==> src/rtl/axis_adc_spi_sampler.sv <==
// rtl/axis_adc_spi_sampler.sv - multi-channel SAR ADC SPI sampler with AXI-Stream output
//
// Purpose: drives a shared CONVST/SCK to NCH SAR ADCs at a programmable rate,
// deserialises all SDO lines in parallel, buffers whole sample sets in a FIFO
// and emits one AXI-Stream beat per channel, with TLAST on the last beat of
// every PKT_LEN-set packet. A set that does not fit in the FIFO is dropped
// whole and flagged on the sticky overflow output.
//
// Ports:
//   clk            system clock
//   rst            synchronous, active-low reset
//   sdo[NCH]       serial data, one line per ADC
//   sck            shared serial clock
//   convst         shared conversion start / chip select
//   din            held 1 (3-wire CS mode)
//   m_axis_*       output stream: tdata (sample), tuser (channel), tvalid,
//                  tready, tlast
//   overflow       sticky: a sample set was dropped
//
// Optional feature: define ADC_SIGN_EXT_EN to sign-extend samples into
// tdata[31:ADC_BITS]; otherwise those bits are zero.
module axis_adc_spi_sampler #(
  parameter int ADC_BITS   = 16,
  parameter int NCH        = 2,
  parameter int SAMPLE_DIV = 120,
  parameter int CONV_CYC   = 70,
  parameter int SCK_HALF   = 2,
  parameter int PKT_LEN    = 512,
  parameter int FIFO_DEPTH = 16
) (
  input  logic           clk,
  input  logic           rst,
  input  logic [NCH-1:0] sdo,
  output logic           sck,
  output logic           convst,
  output logic           din,
  output logic [31:0]    m_axis_tdata,
  output logic [2:0]     m_axis_tuser,
  output logic           m_axis_tvalid,
  input  logic           m_axis_tready,
  output logic           m_axis_tlast,
  output logic           overflow
);
  localparam int RW      = $clog2(SAMPLE_DIV + 1);
  localparam int CNT_MAX = (CONV_CYC > SCK_HALF) ? CONV_CYC : SCK_HALF;
  localparam int CW      = $clog2(CNT_MAX + 1);
  localparam int BW      = $clog2(ADC_BITS + 1);
  localparam int SW      = $clog2(PKT_LEN + 1);
  localparam int AW      = $clog2(FIFO_DEPTH);
  localparam int WW      = ADC_BITS + 4;

  typedef enum logic [2:0] {IDLE, CONV, SHIFT, CHECK, PUSH} state_t;
  state_t state_q, state_d;

  logic [RW-1:0]       rate_cnt;
  logic                tick;
  logic [CW-1:0]       cnt;
  logic                phase;
  logic [BW-1:0]       bit_cnt;
  logic [2:0]          ch;
  logic [SW-1:0]       set_cnt;
  logic [ADC_BITS-1:0] shreg [NCH];
  logic                half_end, last_bit, last_ch;
  logic                fifo_wr, fifo_rd, drop;
  logic [WW-1:0]       mem [FIFO_DEPTH];
  logic [AW-1:0]       wr_ptr, rd_ptr;
  logic [AW:0]         count;
  logic [ADC_BITS-1:0] push_sample;
  logic                push_last;
  logic [WW-1:0]       head;
  logic [31:0]         ext;

  // Registered tick: the first tick lands on the first cycle after reset
  // release, so convst rises one cycle later.
  always_ff @(posedge clk) begin
    if (!rst) begin
      rate_cnt <= '0;
      tick     <= 1'b0;
    end else begin
      tick     <= (rate_cnt == '0);
      rate_cnt <= (rate_cnt == RW'(SAMPLE_DIV - 1)) ? '0 : rate_cnt + 1'b1;
    end
  end

  assign half_end = (cnt == CW'(SCK_HALF - 1));
  assign last_bit = (bit_cnt == BW'(ADC_BITS - 1));
  assign last_ch  = (ch == 3'(NCH - 1));

  always_ff @(posedge clk) begin
    if (!rst) state_q <= IDLE;
    else      state_q <= state_d;
  end

  always_comb begin
    state_d = state_q;
    fifo_wr = 1'b0;
    drop    = 1'b0;
    unique case (state_q)
      IDLE:  if (tick) state_d = CONV;
      CONV:  if (cnt == CW'(CONV_CYC - 1)) state_d = SHIFT;
      SHIFT: if (half_end && phase && last_bit) state_d = CHECK;
      // Reserve room for the whole set up front so a partial set is never written.
      CHECK: begin
        if (count <= (AW+1)'(FIFO_DEPTH - NCH)) begin
          state_d = PUSH;
        end else begin
          drop    = 1'b1;
          state_d = IDLE;
        end
      end
      PUSH: begin
        fifo_wr = 1'b1;
        if (last_ch) state_d = IDLE;
      end
      default: state_d = IDLE;
    endcase
  end

  // cnt times CONV and each SCK half-period; phase is the SCK level.
  always_ff @(posedge clk) begin
    if (!rst) begin
      cnt      <= '0;
      phase    <= 1'b0;
      bit_cnt  <= '0;
      ch       <= '0;
      set_cnt  <= '0;
      overflow <= 1'b0;
    end else begin
      if (drop) overflow <= 1'b1;
      unique case (state_q)
        CONV: cnt <= (state_d == CONV) ? cnt + 1'b1 : '0;
        SHIFT: begin
          if (half_end) begin
            cnt   <= '0;
            phase <= ~phase;
            if (phase) bit_cnt <= last_bit ? '0 : bit_cnt + 1'b1;
          end else begin
            cnt <= cnt + 1'b1;
          end
        end
        PUSH: begin
          if (last_ch) begin
            ch      <= '0;
            set_cnt <= (set_cnt == SW'(PKT_LEN - 1)) ? '0 : set_cnt + 1'b1;
          end else begin
            ch <= ch + 1'b1;
          end
        end
        default: begin
          cnt     <= '0;
          phase   <= 1'b0;
          bit_cnt <= '0;
          ch      <= '0;
        end
      endcase
    end
  end

  // Capture on the edge where sck rises (end of the low phase), MSB first.
  always_ff @(posedge clk) begin
    if (!rst) begin
      for (int i = 0; i < NCH; i++) shreg[i] <= '0;
    end else if (state_q == SHIFT && half_end && !phase) begin
      for (int i = 0; i < NCH; i++) shreg[i] <= (shreg[i] << 1) | ADC_BITS'(sdo[i]);
    end
  end

  assign sck    = (state_q == SHIFT) && phase;
  assign convst = (state_q == CONV);
  assign din    = 1'b1;

  always_comb begin
    push_sample = shreg[0];
    for (int i = 1; i < NCH; i++) begin
      if (ch == 3'(i)) push_sample = shreg[i];
    end
  end

  assign push_last = last_ch && (set_cnt == SW'(PKT_LEN - 1));

  assign m_axis_tvalid = (count != '0);
  assign fifo_rd       = m_axis_tvalid && m_axis_tready;

  always_ff @(posedge clk) begin
    if (fifo_wr) mem[wr_ptr] <= {push_last, ch, push_sample};
  end

  always_ff @(posedge clk) begin
    if (!rst) begin
      wr_ptr <= '0;
      rd_ptr <= '0;
      count  <= '0;
    end else begin
      if (fifo_wr) wr_ptr <= wr_ptr + 1'b1;
      if (fifo_rd) rd_ptr <= rd_ptr + 1'b1;
      case ({fifo_wr, fifo_rd})
        2'b10:   count <= count + 1'b1;
        2'b01:   count <= count - 1'b1;
        default: count <= count;
      endcase
    end
  end

  assign head = mem[rd_ptr];

  always_comb begin
`ifdef ADC_SIGN_EXT_EN
    ext = {32{head[ADC_BITS-1]}};
`else
    ext = '0;
`endif
    ext[ADC_BITS-1:0] = head[ADC_BITS-1:0];
  end

  // Gate with tvalid so idle outputs read zero even though mem is not reset.
  assign m_axis_tdata = m_axis_tvalid ? ext : 32'd0;
  assign m_axis_tuser = m_axis_tvalid ? head[ADC_BITS+2:ADC_BITS] : 3'd0;
  assign m_axis_tlast = m_axis_tvalid && head[WW-1];
endmodule

==> config.mk <==
export PLATFORM = sky130hd
export DESIGN_NAME = axis_adc_spi_sampler
export DESIGN_NICKNAME = d
export VERILOG_FILES = /design/src/rtl/axis_adc_spi_sampler.sv
export SDC_FILE = /design/constraint.sdc
export NUM_CORES = 1
export LEC_CHECK = 0
export BUFFER_PORTS_ARGS = -buffer_cell sky130_fd_sc_hd__buf_2
export CAP_MARGIN = 20
export CORE_MARGIN = 4
export CORE_UTILIZATION = 45
export CTS_BUF_LIST = sky130_fd_sc_hd__clkbuf_8
export DETAILED_ROUTE_END_ITERATION = 12
export MAX_ROUTING_LAYER = met4
export SLEW_MARGIN = 20
export SYNTH_ARGS = -nofsm -noshare
export SYNTH_HDL_FRONTEND = slang
export SYNTH_SLANG_ARGS = --single-unit
==> constraint.sdc <==
create_clock -name clk -period 2.4 [get_ports clk]
set_input_delay 0.48 -clock clk [delete_from_list [all_inputs] [get_ports clk]]
set_output_delay 0.48 -clock clk [all_outputs]
set_load 0.1 [all_outputs]
==> impl_metrics.tcl, run 1 <==
set metrics [dict create \
    core_um2 35700 \
    hold_class "in2reg" \
    clk_path_buf_depth 3 \
    rsz0062_at_grt "yes" \
    syn_inst 923 \
    min_from "sdo[1]" \
    numCtsBuffers 67 \
    utilization_pct 55.7 \
    grt_pass1_wl_um 52700 \
    final.min_clock_period_ns 2.86 \
    crit_arrival_ns 2.38 \
    finalPower_mw 13.3 \
    violations "setup timing" \
    yosys_warnings 0 \
    grt_pass1_vias 8794 \
    dp_hpwl_um 19900 \
    num_rows 69 \
    yosysUniqueCellTypes 58 \
    grt_max_degree 50 \
    start_util_pct 45.9 \
    hold_viol 0 \
    max_freq_mhz 350 \
    ys_ff_latch 407 \
    ios 46 \
    peakVddDrop_uv 373 \
    worstPathMaxFanout 7 \
    dpl.cell_count 1428 \
    clkTransAtPathRegs_ns 0.06 \
    maxCapViolCount 0 \
    initialDrtViolationCount 731 \
    wl_per_cell_um 22.6 \
    ant_nets 0 \
    cp.required_ns 1.92 \
    clock_latency_ns 0.58 \
    layout_common_cells "352 x edfxtp_1, 80 x mux4_2, 70 x clkbuf_8, 49 x dfxtp_1, 48 x buf_4" \
    drc 0 \
    dr.pass1.iters 5 \
    skew_ns 0.0147 \
    power_density_nw_per_um2 670 \
    cts-hold-fix-buffers 0 \
    io_buffer_count 28 \
    r2r-start "count[0]" \
    synth_edf_count 352 \
    startpoint_type "register" \
    clock-sinks 407 \
    die_area_um2 39600 \
    period_share_pct 119 \
    maxSlewViolCount 0 \
    crit_type "reg2out" \
    cts_tree "done" \
    seq_area_frac_synth_pct 71.2 \
    status "complete, but fails checks" \
    synth_area_um2 16400 \
    wl_um 35300 \
    setup_viol 20 \
    gp_congestion 0.787 \
    async_flop_share_pct 0 \
    vias 8553 \
    worst_pin_slew_ns 0.561 \
    areaGrowthSynthToFinish_pct 21.5 \
    synth_ff_type "edfxtp_1" \
    grt_overflow_total 0 \
    syn_area_per_cell_um2 17.8 \
    root_buffer "clkbuf_8" \
    fin_ws_ns -0.459 \
    antenna_found_initial 0 \
    die_h_um 199 \
    final_common_cell "edfxtp_1" \
    dieWidth_um 199 \
    critPathCaptureType "primary output" \
    fillers 2790 \
    htreeDepth 3 \
    global_route.usage.total_pct 18.4 \
    power_leakage_nw 6.65 \
    insertedDiodeCount 0 \
    fin_nets 1074 \
    drive_above_1_share_pct 33.5 \
    relSlewSlack_pct 62.2 \
    instances_no_fill 1563 \
    viasPerCell 5.47 \
]
## per-stage QoR
step,hold slack (ns),instance area (um^2),worst slack [ns],setup TNS [ns]
6_report,0.235,19900,-0.459,-8.28
5_1_grt,0.199,19900,-0.530,-9.92
4_1_cts,0.194,19600,-0.488,-8.79
3_5_place_dp,0.436,17900,-0.0279,-0.0495
3_3_place_gp,0.419,17900,-0.0413,-0.0413
2_1_floorplan,0.407,16800,-0.197,-0.394
## routing by layer
| layer | track usage [%] | vias up | routed length, um |
|---|---|---|---|
| met2 | 29.5 | 193 | 17800 |
| met3 | 3.42 | 42 | 1600 |
| met1 | 24.8 | 4416 | 15500 |
| met5 | - | - | 0 |
| li1 | - | 3902 | - |
| met4 | 4.48 | 0 | 448 |
## cell type report
class	instances	area [um^2]	area share [%]
sequential	407	11700	58.6
multi-input combinational	453	4990	25.1
timing repair buffer	109	1440	7.23
clock buffer	70	963	4.84
tap	461	577	2.89
clock inverter	48	209	1.05
inverter	15	56.3	0.283
## cells by family after synthesis
kind of cell	count (synthesis)	share of synthesized area [%]
compound gates	71	2.72
xor+xnor	20	1.07
fa+ha+maj	16	1.27
buf+inv	78	2.51
flops	407	71.2
mux	139	14.7
other cells	2	0.0458
simple gates	190	6.51
## cell usage after synthesis (16+ instances only)
master,count,area share (%)
nand2_1,26,0.60
mux2i_1,43,2.6
a21oi_1,18,0.55
nor2_1,42,0.96
mux2_2,16,1.1
and3_1,39,1.5
edfxtp_1,352,64
mux4_2,80,11
dfxtp_1,55,6.7
clkbuf_1,19,0.43
buf_4,19,0.87
and2_1,20,0.76
o22ai_1,21,0.80
## path summary, 6_finish.rpt
path / end / slack [ns] / depth (start not counted)
worst max-delay path: m_axis_tdata[12] / -0.46 / 6
worst min-delay path: shreg[0][16] / 0.24 / 2
worst max register to register: count[4] / 0.14 / 9
worst min register to register: bit_cnt[4] / 0.44 / 2
## where the power goes
part           leakage [nW]  internal (mW)  switching [mW]
Sequential             3.70           7.66          0.0176
Clock                 0.676           2.71            2.66
Combinational          2.27         0.0494           0.246
## critical path, stage by stage (launching register included)
cell and delay (ns):
dfxtp_4 0.41, buf_12 0.16, clkbuf_16 0.17, mux4_2 0.54, mux2i_4 0.20, o22ai_4 0.11, buf_12 0.19
## what timing repair did
item                       in CTS  in global routing
setup endpoints to repair      20                 22
resized for setup             111                 24
gates cloned                    0                  8
buffers inserted                2                  7
pin swaps                       0                  5
## state kept, by name (all words and copies together) (netlist names), named ones only
register	count
bit_cnt	5
overflow	1
rate_cnt	7
state_q	3
set_cnt	10
shreg	32
tick	1
rd_ptr	4
ch	3
cnt	7
count	5
wr_ptr	4
phase	1
mem	320
Power figures use the tool's default switching activity.
==> run 2, diff against run 1 <==
--- a/config.mk
+++ b/config.mk
@@ -11,7 +11,9 @@
 export CORE_UTILIZATION = 45
 export CTS_BUF_LIST = sky130_fd_sc_hd__clkbuf_8
 export DETAILED_ROUTE_END_ITERATION = 12
+export GPL_TIMING_DRIVEN = 0
 export MAX_ROUTING_LAYER = met4
+export SETUP_SLACK_MARGIN = 0.02
 export SLEW_MARGIN = 20
 export SYNTH_ARGS = -nofsm -noshare
 export SYNTH_HDL_FRONTEND = slang
==> constraint.sdc (replaced) <==
create_clock -name clk -period 3.3 [get_ports clk]
set_input_delay 0.66 -clock clk [delete_from_list [all_inputs] [get_ports clk]]
set_output_delay 0.66 -clock clk [all_outputs]
set_load 0.1 [all_outputs]
==> run 2 against run 1 <==
The flow now finishes without violations; sequential power decreased by 27%; non-clock buffer count shrank 13; design area decreased by 6.4%; clock skew increased by 0.0076 ns.
==> impl_metrics.tcl, run 2 (synthesis results as in run 1) <==
set metrics [dict create \
    status "finished, final reports clean" \
    dp_slack_ns 0.0549 \
    maxCapViolCount 0 \
    global_route.usage.total_pct 17.4 \
    finalPower_mw 9.85 \
    rsz0062_at_grt "yes" \
    drc 0 \
    dr.pass1.iters 5 \
    power_leakage_nw 6.29 \
    initialDrtViolationCount 444 \
    vias 8396 \
    start_util_pct 45.9 \
    root_buffer "clkbuf_8" \
    power_density_nw_per_um2 529 \
    grt_pass1_wl_um 50900 \
    worst_pin_slew_ns 1.06 \
    clock_latency_ns 0.59 \
    insertedDiodeCount 0 \
    hold_viol 0 \
    top_register "mem" \
    startpoint_type "register" \
    grt_overflow_total 0 \
    dieWidth_um 199 \
    largest_reg_flops 320 \
    viasPerCell 5.43 \
    reg_top3 "mem: 320 flops, shreg: 32 flops, set_cnt: 10 flops" \
    cts_tree "done" \
    antenna_found_initial 0 \
    wl_um 32800 \
    clock-sinks 407 \
    internal-power_mw 7.75 \
    swShare_pct 21.3 \
    cp.required_ns 2.64 \
    clkTransAtPathRegs_ns 0.06 \
    maxSlewViolCount 0 \
    peakVddDrop_uv 329 \
    core_um2 35700 \
    ios 46 \
    clkPwrFrac_pct 40.9 \
    die_h_um 199 \
    relSlewSlack_pct 29.4 \
    areaGrowthSynthToFinish_pct 13.7 \
    wl_per_cell_um 21.2 \
    hold_class "in2reg" \
    gp_congestion 0.777 \
    clk_path_buf_depth 3 \
    htreeDepth 3 \
    setup_viol 0 \
    die_area_um2 39600 \
    skew_ns 0.0222 \
    final.min_clock_period_ns 3.20 \
    crit_arrival_ns 2.54 \
    grt_pass1_vias 8820 \
    layout_common_cells "352 x edfxtp_1, 80 x mux4_2, 71 x clkbuf_8, 55 x dfxtp_1, 42 x nor2_1" \
    grt_max_degree 31 \
    ant_nets 0 \
    max_freq_mhz 312 \
    comb_power_share_pct 2.4 \
    fin_nets 1060 \
    io_buffer_count 28 \
    dp_hpwl_um 20500 \
    period_share_pct 97.1 \
    worstPathMaxFanout 10 \
    numCtsBuffers 66 \
    p_switching_mw 2.10 \
    fin_ws_ns 0.0961 \
    crit_type "reg2out" \
    drive_above_1_share_pct 27.3 \
    seq_power_share_pct 56.7 \
    num_rows 69 \
    critPathCaptureType "primary output" \
    final_common_cell "edfxtp_1" \
]
==> run 2: stage by stage <==
step                hold WS, ns  TNS [ns]  cell area, um^2  std cells  util (%)
CTS                       0.346         0            18500       1544      51.9
finish                    0.383         0            18600       1547      52.2
global placement          0.418    -0.675            17200       1427      48.1
floorplan                 0.407     -6.80            16500        938         -
detailed placement        0.421         0            17200       1429      48.2
global route              0.378         0            18600       1547      52.2
==> run 2: worst paths after layout <==
kind                            startpoint               to  slack, ns  depth (start not counted)
worst max-delay path              register  m_axis_tdata[6]        0.1                          6
worst min-delay path                sdo[1]     shreg[0][16]       0.38                          2
worst max register to register  state_q[2]         count[4]       0.23                         11
worst min register to register  bit_cnt[4]       bit_cnt[4]       0.43                          2
==> run 2: cell type report <==
class | instances | area [um^2]
Inverter | 15 | 56.3
Buffer | 63 | 440
Timing Repair Buffer | 33 | 260
Fill cell | 2977 | 17100
Multi-Input combinational cell | 453 | 4430
Tap cell | 461 | 577
Clock buffer | 71 | 977
Sequential cell | 407 | 11700
Clock inverter | 44 | 234
==> run 2: power by group through the flow <==
| stage | clock network, mW | logic (mW) | registers [mW] |
|---|---|---|---|
| after floorplan | 0 | 0.188 | 5.69 |
| after global placement | 0 | 0.231 | 5.69 |
| after detailed placement | 0 | 0.238 | 5.69 |
| after CTS | 4.15 | 0.238 | 5.58 |
| after global routing | 4.40 | 0.254 | 5.58 |
| final | 4.03 | 0.237 | 5.58 |
==> run 2: critical path, stage by stage (launching register included) <==
cell	delay [ns]
dfxtp_1	0.31
buf_4	0.21
buf_6	0.22
mux4_2	0.54
mux2i_1	0.26
o22ai_1	0.16
buf_4	0.26
==> run 2: timing repair <==
item | CTS | global route
setup buffers | 0 | 0
hold buffers | 0 | 0
gates resized for setup | 42 | 29
endpoints found under the setup margin | 20 | 17
==> run 2: metal layers <==
layer	track usage [%]	share of wire [%]	vias up
li1	-	-	3852
met1	22.9	44	4328
met2	28.2	50	166
met3	3.03	4.5	50
met4	5.50	1.8	0
met5	-	0	-
==> run 3, diff against run 2 <==
--- a/config.mk
+++ b/config.mk
@@ -13,6 +13,7 @@
 export DETAILED_ROUTE_END_ITERATION = 12
 export GPL_TIMING_DRIVEN = 0
 export MAX_ROUTING_LAYER = met4
+export PLACE_DENSITY_LB_ADDON = 0.1
 export SETUP_SLACK_MARGIN = 0.02
 export SLEW_MARGIN = 20
 export SYNTH_ARGS = -nofsm -noshare
==> constraint.sdc (replaced) <==
create_clock -name clk -period 3.3 [get_ports clk]
set_input_delay 0.33 -clock clk [delete_from_list [all_inputs] [get_ports clk]]
set_output_delay 0.33 -clock clk [all_outputs]
set_load 0.1 [all_outputs]
==> run 3 against run 2 <==
Combinational power is essentially flat; clock power decreased by 2%; final cell count increased by 0.32%; first-iteration DRC count grew 29%; hold slack got worse by 0.31 ns; sequential cell count is the same; global-route usage grew 0.31 points; die area did not move; fmax is 1.3% higher; wire length is 1.6% higher; register-to-register slack improved by 0.03 ns.
==> impl_metrics.tcl, run 3 (synthesis results as in run 1) <==
set metrics [dict create \
    status "finished, final reports clean" \
    rsz0062_at_grt "no" \
    reg_top3 "mem: 320 flops, shreg: 32 flops, set_cnt: 10 flops" \
    io_buffer_count 28 \
    max_freq_mhz 316 \
    worstPathMaxFanout 10 \
    start_util_pct 45.9 \
    global_route.usage.total_pct 17.8 \
    dp_hpwl_um 20800 \
    grt_overflow_total 0 \
    insertedDiodeCount 0 \
    gp_congestion 0.757 \
    dp_slack_ns 0.309 \
    areaGrowthSynthToFinish_pct 12.7 \
    antenna_found_initial 0 \
    viasPerCell 5.36 \
    clkTransAtPathRegs_ns 0.06 \
    power_density_nw_per_um2 528 \
    initialDrtViolationCount 573 \
    critPathCaptureType "primary output" \
    power_leakage_nw 6.24 \
    seqCellArea_um2 11700 \
    core_um2 35700 \
    fin_ws_ns 0.137 \
    hold_viol 0 \
    cp.required_ns 2.97 \
    clock_latency_ns 0.58 \
    crit_type "reg2out" \
    period_share_pct 95.8 \
    largest_reg_flops 320 \
    drc 0 \
    ios 46 \
    htreeDepth 3 \
    grt_pass1_wl_um 51200 \
    num_rows 69 \
    fin_hold_ws_ns 0.0713 \
    fillers 2950 \
    peakVddDrop_uv 290 \
    crit_arrival_ns 2.83 \
    cts_tree "done" \
    hold_class "in2reg" \
    drive_above_1_share_pct 25.7 \
    setup_tns_ns 0 \
    post-cts-setup-buffers 0 \
    setup_viol 0 \
    final_common_cell "edfxtp_1" \
    relSlewSlack_pct 28.3 \
    clk_path_buf_depth 3 \
    vias 8318 \
    cts-hold-fix-buffers 0 \
    ant_nets 0 \
    final.min_clock_period_ns 3.16 \
    grt_max_degree 28 \
    dieWidth_um 199 \
    wl_per_cell_um 21.4 \
    clock-sinks 407 \
    maxSlewViolCount 0 \
    root_buffer "clkbuf_8" \
    maxCapViolCount 0 \
    multiInputGateArea_um2 4410 \
    fin_nets 1060 \
    dr.pass1.iters 5 \
    layout_common_cells "352 x edfxtp_1, 80 x mux4_2, 72 x clkbuf_8, 55 x dfxtp_1, 43 x mux2i_1" \
    die_area_um2 39600 \
    startpoint_type "register" \
    numCtsBuffers 68 \
    worst_pin_slew_ns 1.08 \
    grt_pass1_vias 8563 \
    wl_um 33300 \
    die_h_um 199 \
    top_register "mem" \
    finalPower_mw 9.77 \
    skew_ns 0.0201 \
]
-- run 3: changes by cell type in the layout (fill, tap and decap cells not counted), moves of 4 or more --
| cell | previous run | this run |
|---|---|---|
| buf_2 | 16 | 37 |
| mux2i_1 | 37 | 43 |
| buf_6 | 12 | 4 |
| clkinv_1 | 16 | 22 |
| clkbuf_1 | 7 | 14 |
| clkbuf_2 | 12 | 7 |
| mux2i_2 | 6 | 0 |
| buf_4 | 38 | 20 |
| clkinv_2 | 7 | 3 |
-- run 3: critical path, stage by stage, from the launching register on --
cell and delay, ns:
dfxtp_1 0.30, buf_2 0.21, clkbuf_1 0.55, mux4_2 0.45, mux2i_1 0.26, o22ai_1 0.16, buf_2 0.34
-- run 3: per-stage QoR --
step	utilization [%]	instances	cell area (um^2)
after CTS	51.7	1552	18500
after global placement	48.1	1427	17200
after global routing	51.7	1552	18500
after floorplan	-	938	16500
after detailed placement	48.3	1430	17300
final	51.7	1552	18500
-- run 3: layout make-up --
cell class	instances	share of cell area [%]
Sequential cell	407	63.1
Multi-Input combinational cell	453	23.8
Clock buffer	72	5.36
Clock inverter	50	1.15
Tap cell	461	3.12
Inverter	15	0.305
Buffer	63	2.04
Timing Repair Buffer	31	1.06
-- run 3: layer usage --
layer,wire length [um],vias up,track usage [%]
met2,16100,153,27.8
met4,435,0,4.43
met1,15400,4260,24.4
li1,-,3864,-
met3,1400,41,3.40
met5,0,-,-
-- run 3: timing repair --
action | CTS | global route
resized for setup | 2 | 15
cloned | 0 | 0
endpoints found under the hold margin | 0 | 0
endpoints found under the setup margin | 6 | 8
pin swaps | 0 | 0
-- run 3: where the power goes --
| part | switching (mW) | leakage (nW) | total [mW] | internal (mW) |
|---|---|---|---|---|
| Combinational | 0.189 | 1.86 | 0.237 | 0.0478 |
| Sequential | 0.0119 | 3.70 | 5.58 | 5.57 |
| Clock | 1.93 | 0.680 | 3.95 | 2.02 |
| Total | 2.13 | 6.24 | 9.77 | 7.64 |
-- run 3: worst paths after layout --
path               from               to  slack (ns)  cells past startpoint
max            register  m_axis_tdata[7]        0.14                      6
min              sdo[0]      shreg[0][0]        0.07                      2
max reg2reg    count[1]         count[4]        0.26                     10
min reg2reg  bit_cnt[4]       bit_cnt[4]        0.43                      2
